`src/rtl/piso_frame_serializer.sv`:
```
// piso_frame_serializer
//
// Parallel-in / serial-out frame serializer that feeds the serial inputs of
// the universal shift register. Words arrive on a valid/ready handshake into
// a one-entry buffer, are moved into a shift register, and leave one bit per
// shift_en tick. A buffered word is reloaded on the tick that consumes the
// last bit of the current frame, so back-to-back words stream with no gap.
//
// Ports:
//   clk          rising-edge clock
//   reset        asynchronous, active-low reset (0 = reset asserted)
//   in_valid     upstream word valid
//   in_data      upstream word, N bits
//   in_ready     buffer can accept a word (register-derived only)
//   shift_en     bit-rate tick; current bit is consumed on an edge where it is 1
//   sout         serial data bit
//   sout_valid   sout carries a frame bit
//   frame_start  current sout is the first bit of a frame
//   done         current sout is the last bit and is consumed this cycle
//   busy         frame in progress or word buffered
//
// Parameters:
//   N            data word width in bits (N >= 2)
//   MSB_FIRST    0 = bit 0 transmitted first, 1 = bit N-1 transmitted first

module piso_frame_serializer #(
  parameter int N         = 4,
  parameter bit MSB_FIRST = 1'b0
) (
  input  logic         clk,
  input  logic         reset,
  input  logic         in_valid,
  input  logic [N-1:0] in_data,
  output logic         in_ready,
  input  logic         shift_en,
  output logic         sout,
  output logic         sout_valid,
  output logic         frame_start,
  output logic         done,
  output logic         busy
);

  localparam int CW = (N > 1) ? $clog2(N) : 1;
  localparam logic [CW-1:0] LAST = CW'(N - 1);

  typedef enum logic {
    IDLE  = 1'b0,
    SHIFT = 1'b1
  } state_e;

  state_e         state_q, state_d;
  logic [N-1:0]   sreg_q, sreg_d;
  logic [CW-1:0]  cnt_q, cnt_d;
  logic [N-1:0]   buf_data_q, buf_data_d;
  logic           buf_full_q, buf_full_d;

  logic [N-1:0]   sreg_shifted;
  logic           accept;

  // The shift always moves bits toward whichever end drives sout, so the
  // next bit to send is always sitting at the output end.
  always_comb begin
    if (MSB_FIRST) begin
      sreg_shifted = {sreg_q[N-2:0], 1'b0};
    end else begin
      sreg_shifted = {1'b0, sreg_q[N-1:1]};
    end
  end

  // in_ready depends on the buffer flag only, keeping upstream free of any
  // combinational path through this block.
  assign accept = in_valid && !buf_full_q;

  // State register: all storage, cleared asynchronously so a partial frame
  // is dropped immediately and never resumes.
  always_ff @(posedge clk or negedge reset) begin
    if (!reset) begin
      state_q    <= IDLE;
      sreg_q     <= '0;
      cnt_q      <= '0;
      buf_data_q <= '0;
      buf_full_q <= 1'b0;
    end else begin
      state_q    <= state_d;
      sreg_q     <= sreg_d;
      cnt_q      <= cnt_d;
      buf_data_q <= buf_data_d;
      buf_full_q <= buf_full_d;
    end
  end

  // Next-state logic. Accepting a word and draining the buffer can never
  // happen on the same edge (one needs the buffer empty, the other full),
  // so the accept update below never collides with a drain.
  always_comb begin
    state_d    = state_q;
    sreg_d     = sreg_q;
    cnt_d      = cnt_q;
    buf_data_d = buf_data_q;
    buf_full_d = buf_full_q;

    unique case (state_q)
      IDLE: begin
        if (buf_full_q) begin
          sreg_d     = buf_data_q;
          buf_full_d = 1'b0;
          cnt_d      = '0;
          state_d    = SHIFT;
        end
      end
      SHIFT: begin
        if (shift_en) begin
          if (cnt_q != LAST) begin
            sreg_d = sreg_shifted;
            cnt_d  = cnt_q + CW'(1);
          end else if (buf_full_q) begin
            // Reload on the last tick so the next frame follows with no gap.
            sreg_d     = buf_data_q;
            buf_full_d = 1'b0;
            cnt_d      = '0;
          end else begin
            sreg_d  = '0;
            cnt_d   = '0;
            state_d = IDLE;
          end
        end
      end
      default: begin
        state_d = IDLE;
      end
    endcase

    if (accept) begin
      buf_data_d = in_data;
      buf_full_d = 1'b1;
    end
  end

  // Output logic. Frame qualifiers are only meaningful while shifting;
  // everything frame-related is forced low in IDLE.
  always_comb begin
    sout        = 1'b0;
    sout_valid  = 1'b0;
    frame_start = 1'b0;
    done        = 1'b0;
    if (state_q == SHIFT) begin
      sout        = MSB_FIRST ? sreg_q[N-1] : sreg_q[0];
      sout_valid  = 1'b1;
      frame_start = (cnt_q == '0);
      done        = shift_en && (cnt_q == LAST);
    end
    busy     = (state_q == SHIFT) || buf_full_q;
    in_ready = !buf_full_q;
  end

endmodule

```
`config.mk`:
```
export PLATFORM = sky130hd
export DESIGN_NAME = piso_frame_serializer
export DESIGN_NICKNAME = d
export VERILOG_FILES = /design/src/rtl/piso_frame_serializer.sv
export SDC_FILE = /design/constraint.sdc
export NUM_CORES = 1
export LEC_CHECK = 0
export CORE_AREA = 2 2 39 41
export CTS_CLUSTER_SIZE = 16
export DETAILED_ROUTE_END_ITERATION = 10
export DIE_AREA = 0 0 41 43
export GPL_TIMING_DRIVEN = 0
export PLACE_DENSITY = 0.73
export SLEW_MARGIN = 25
export SYNTH_ARGS = -nofsm -noshare
export SYNTH_HDL_FRONTEND = slang
export SYNTH_SLANG_ARGS = --single-unit
```
`constraint.sdc`:
```
create_clock -name clk -period 3.25 [get_ports clk]
set_input_delay 0.8125 -clock clk [delete_from_list [all_inputs] [get_ports clk]]
set_output_delay 0.8125 -clock clk [all_outputs]
set_load 0.05 [all_outputs]
```
; Word-level counts from Yosys, hierarchy flattened
; Index checks and enable logic that the tools add are counted.
[word_totals]
register_bits = 12
output_inout_bits = 6
wordCells = 41
[op_classes]
addsub = 1
eq_ne = 6
muxes = 21
bitwise = 1
n_reduce_logical = 7
[ops]
columns = cell, count
row1 = 4-bit 2-to-1 mux, 4
row2 = 1-bit 2-to-1 mux, 10
row3 = 4-bit case mux with 2 select lines, 1
row4 = 2-bit 2-to-1 mux, 3
row5 = "2-bit inequality test, second input constant", 3
row6 = 1-bit case mux with 2 select lines, 2
row7 = 2-bit case mux with 2 select lines, 1
row8 = 2-bit AND reduction, 2
row9 = "3-bit by 2-bit inequality test with 1-bit output, second input constant", 1
row10 = "3-bit inequality test, second input constant", 1
row11 = "2-bit by 1-bit adder with 2-bit output, second input constant", 1
row12 = "2-bit equality test, second input constant", 1
row13 = 1-bit logical AND, 2
row14 = 2-bit logical NOT, 1
row15 = 1-bit logical NOT, 1
row16 = 1-bit logical OR, 1
row17 = 1-bit inverter, 1

; Longest topological paths before layout
[depth]
ltp_word = 5
depth_mapped = 4
ltp_nobuf = 4

; Worst setup path before layout
; Ideal clock, no wire load.
[synth_path]
path_kind = reg-to-output
start = register state_q
end = output done
arrival_time_ns = 1.374
slack_ns = 1.063
stages_incl_launch_ff = 3
path_buffers = 1
path_cell_list = dfrtp_1 -> buf_2 -> and3_1
[synth_via]
elab_chain_cells = 1
[synth_rtl]
columns = item, line_no
row1 = start: declaration, 51  ; state_e state_q, state_d;
row2 = start signal: assignment, 84  ; state_q <= state_d;
row3 = 1-bit 2-to-1 mux, 146  ; if (state_q == SHIFT) begin
row4 = end: declaration, 39  ; output logic done,
; No other way between the ends.

; Worst setup path in the final report
[layout_path]
start = input shift_en
end = output done
[layout_via]
elab_chain_cells = 2
[layout_rtl]
columns = item, line_no
row1 = start: declaration, 35  ; input logic shift_en,
row2 = 1-bit logical AND, 150  ; done = shift_en && (cnt_q == LAST);
row3 = 1-bit 2-to-1 mux, 146
; No other way between the ends.

==> results by group <==
Outcome
  – Status: completed

CTS
  – Total CTS buffers: 3
  – Hold Buf Count CTS: 0
  – Clk sinks: 12
  – CTS clk-pin slew, worst paths: 0.07 ns
  – Clock Path Buffers: 2
  – Worst-skew pair later-pin latency: 0.27 ns
  – Root Driver: clkbuf_4
  – Postcts setup bufs: 0
  – CTS tree: built
  – Resize count post-CTS: 0
  – H-Tree Depth: 1

Power
  – Clock share of power: 12.5%
  – Comb pwr share: 50.4%
  – Sw power: 0.301 mW
  – Sw frac: 41.8%
  – Peak supply drop: 0.484 mV
  – Leak: 0.360 nW
  – Tot Pwr: 0.721 mW
  – Flop pwr share: 37.2%
  – Pint: 0.420 mW
  – Power Dens Cells: 901 nW/µm²

Synth
  – Post-Syn Area: 628 µm²
  – Yosys reg bits: 12
  – Syn Area/Cell: 10.5 µm²
  – Syn Inst Count: 60
  – Synth cell types: 21
  – Syn_nets: 71
  – Seq/Total Area, Yosys: 47.8%
  – Ys Warns: 0

Cells and area
  – Layout cells sized above 1: 14.5%
  – Final #Nets: 89
  – Commonest non-fill, non-tap cell in the layout: clkdlybuf4s50_1
  – Most frequent cells in the layout: clkdlybuf4s50_1 (13), dfrtp_1 (12), nand2_1 (9)
  – Final Util: 57.9%
  – Footprint of the multi-input gates: 300 µm²
  – Fillers: 136
  – Finished layout cell area: 801 µm²
  – Area delta synth->final: 27.5%
  – Ant. Diodes: 0
  – Register Area: 300 µm²

Worst hold path
  – Hold Path Depth: 1
  – WHS Endpoint: buf_data_q[3]
  – Hold Crit Class: reg -> reg
  – Hold Crit Start: buf_data_q[3]

Detailed routing
  – DR iter-0 viols: 18
  – Drt first pass iters: 4
  – Post-DR wirelength/cell: 12.6 µm
  – Final wirelength: 1160 µm
  – Via density: 5.37
  – Detail Route Antenna Nets: 0
  – DR DRC count: 0
  – Via count: 494

GRT
  – GRT Max-Usage Layer: met1
  – Met1 Track Usage GR: 23.7%
  – Antenna violations before repair: 0
  – Largest net degree at the start of global routing: 13
  – GRT Util Overall: 16.3%
  – Met3 GRT Util: 3.14%
  – First-pass GRT wire length: 1920 µm
  – Total grt overflow: 0
  – Met2 Usage GRT: 21.6%
  – Vias in the first global route: 419

Placement
  – Final Wtd Congestion: 0.756
  – Port Buffer Count: 13
  – Dpl cell area: 778 µm²
  – HPWL Detailed: 843 µm

Worst setup path
  – Worst-path maximum fanout: 6
  – Top delay family on crit path: buffers and inverters
  – Worst reg2reg endpoint: sreg_q[2]
  – Critical Path AT: 2.35 ns
  – Most frequent CP cell: clkdlybuf4s50_1
  – Slowest stage cell, crit path: clkdlybuf4s50_1
  – CP Depth: 3
  – CP Data Required Time: 2.44 ns
  – CP Launch Type: primary input
  – CP bufs+invs: 2
  – Crit end category: output pin
  – Worst path cell trace: clkdlybuf4s50_1 > and3_1 > clkdlybuf4s50_1
  – Reg2Reg Setup Slack: 2.04 ns
  – Max stage delay on crit path: 0.79 ns
  – R2R Path Start: cnt_q[0]
  – CP Class: in -> out
  – R2r worst-path depth: 4

STA
  – Period minus WS final: 3.17 ns
  – Worst-margin pin slew: 0.531 ns
  – Slew headroom: 64.5%
  – Final Hold Viols: 0
  – Final Skew: 0.00868 ns
  – Final setup fails: 0
  – RSZ-0062 raised after global routing: false
  – Fin. max-slew vios: 0
  – F_max: 0.316 GHz
  – Worst hold margin: 0.506 ns
  – Setup TNS: 0 ns
  – Tcrit/Tclk final: 97.4%

Floorplanning
  – Starting Density: 45.4%
  – Number of I/O pins: 14
  – Core area: 1380 µm²
  – Die ar.: 1760 µm²
  – Row cnt: 14
  – Die height: 43 µm
  – Die Wd: 41 µm

Run
  – Max Cap Viol: 0
## power groups by stage
stage | registers [mW] | logic (mW) | clock network (mW)
2_1_floorplan | 0.263 | 0.272 | 0
3_3_place_gp | 0.266 | 0.360 | 0
3_5_place_dp | 0.270 | 0.367 | 0
4_1_cts | 0.268 | 0.367 | 0.0927
5_1_grt | 0.276 | 0.394 | 0.101
6_report | 0.268 | 0.363 | 0.0898
## registers in the layout, summed over array words and instances (netlist names)
name and cells:
cnt_q 2, buf_full_q 1, sreg_q 4, state_q 1, buf_data_q 4
## layout make-up
| type | count | area share, % |
|---|---|---|
| repair buffers | 13 | 16.3 |
| plain buffers | 2 | 1.56 |
| inverters | 4 | 1.88 |
| clock buffers | 3 | 2.81 |
| multi-input cells | 42 | 37.5 |
| well taps | 16 | 2.50 |
| flip-flops and latches | 12 | 37.5 |
## worst reg2reg max path: cells and delay by family (launching register included)
kind / cells / cell delay (ns)
DFF: 1 / 0.42
adders and majority gates: 1 / 0.33
and+or+nand+nor: 1 / 0.08
AOI/OAI and AO/OA: 2 / 0.27
## cells in the mapped netlist (all sizes together)
| cell type | count | share of area, % |
|---|---|---|
| a31o | 1 | 1.4 |
| ha | 3 | 6.0 |
| dfrtp | 12 | 48 |
| a31oi | 3 | 3.0 |
| buf | 2 | 2.0 |
| mux2i | 3 | 4.8 |
| a21o | 1 | 1.2 |
| and2 | 2 | 2.0 |
| inv | 4 | 2.4 |
| and3 | 1 | 1.0 |
| nand2 | 9 | 5.4 |
| mux2 | 4 | 7.2 |
| a21boi | 1 | 1.2 |
| o21ai | 3 | 2.4 |
| nor2b | 5 | 5.4 |
| o221ai | 4 | 5.6 |
| nand3 | 1 | 0.80 |
| nor2 | 1 | 0.60 |
## logic make-up after synthesis
logic type                 count (synthesis)  share of synthesized area [%]
adders and majority gates                  3                           5.98
buffers and inverters                      6                           4.38
DFF                                       12                           47.8
AOI/OAI and AO/OA                         13                           14.7
and+or+nand+nor                           19                           15.1
muxes                                      7                           12.0
## routing by layer
layer | share of wire [%] | vias to the layer above
met5 | 0 | -
met3 | 3.4 | 2
met1 | 50 | 238
met4 | 0.69 | 0
met2 | 45 | 10
li1 | - | 244
## per-stage QoR
step	setup WS, ns	std cells
CTS	0.0800	92
detailed placement	0.0847	89
floorplan	1.06	60
global placement	0.0893	89
finish	0.0839	92
global route	0.0115	92
## worst max path at each step
| stage | startpoint | endpoint |
|---|---|---|
| detailed placement | shift_en | done |
| finish | shift_en | done |
| floorplan | state_q | done |
| CTS | shift_en | done |
| global route | shift_en | done |
| global placement | shift_en | done |
No activity file was read; power rests on OpenSTA's default activity.
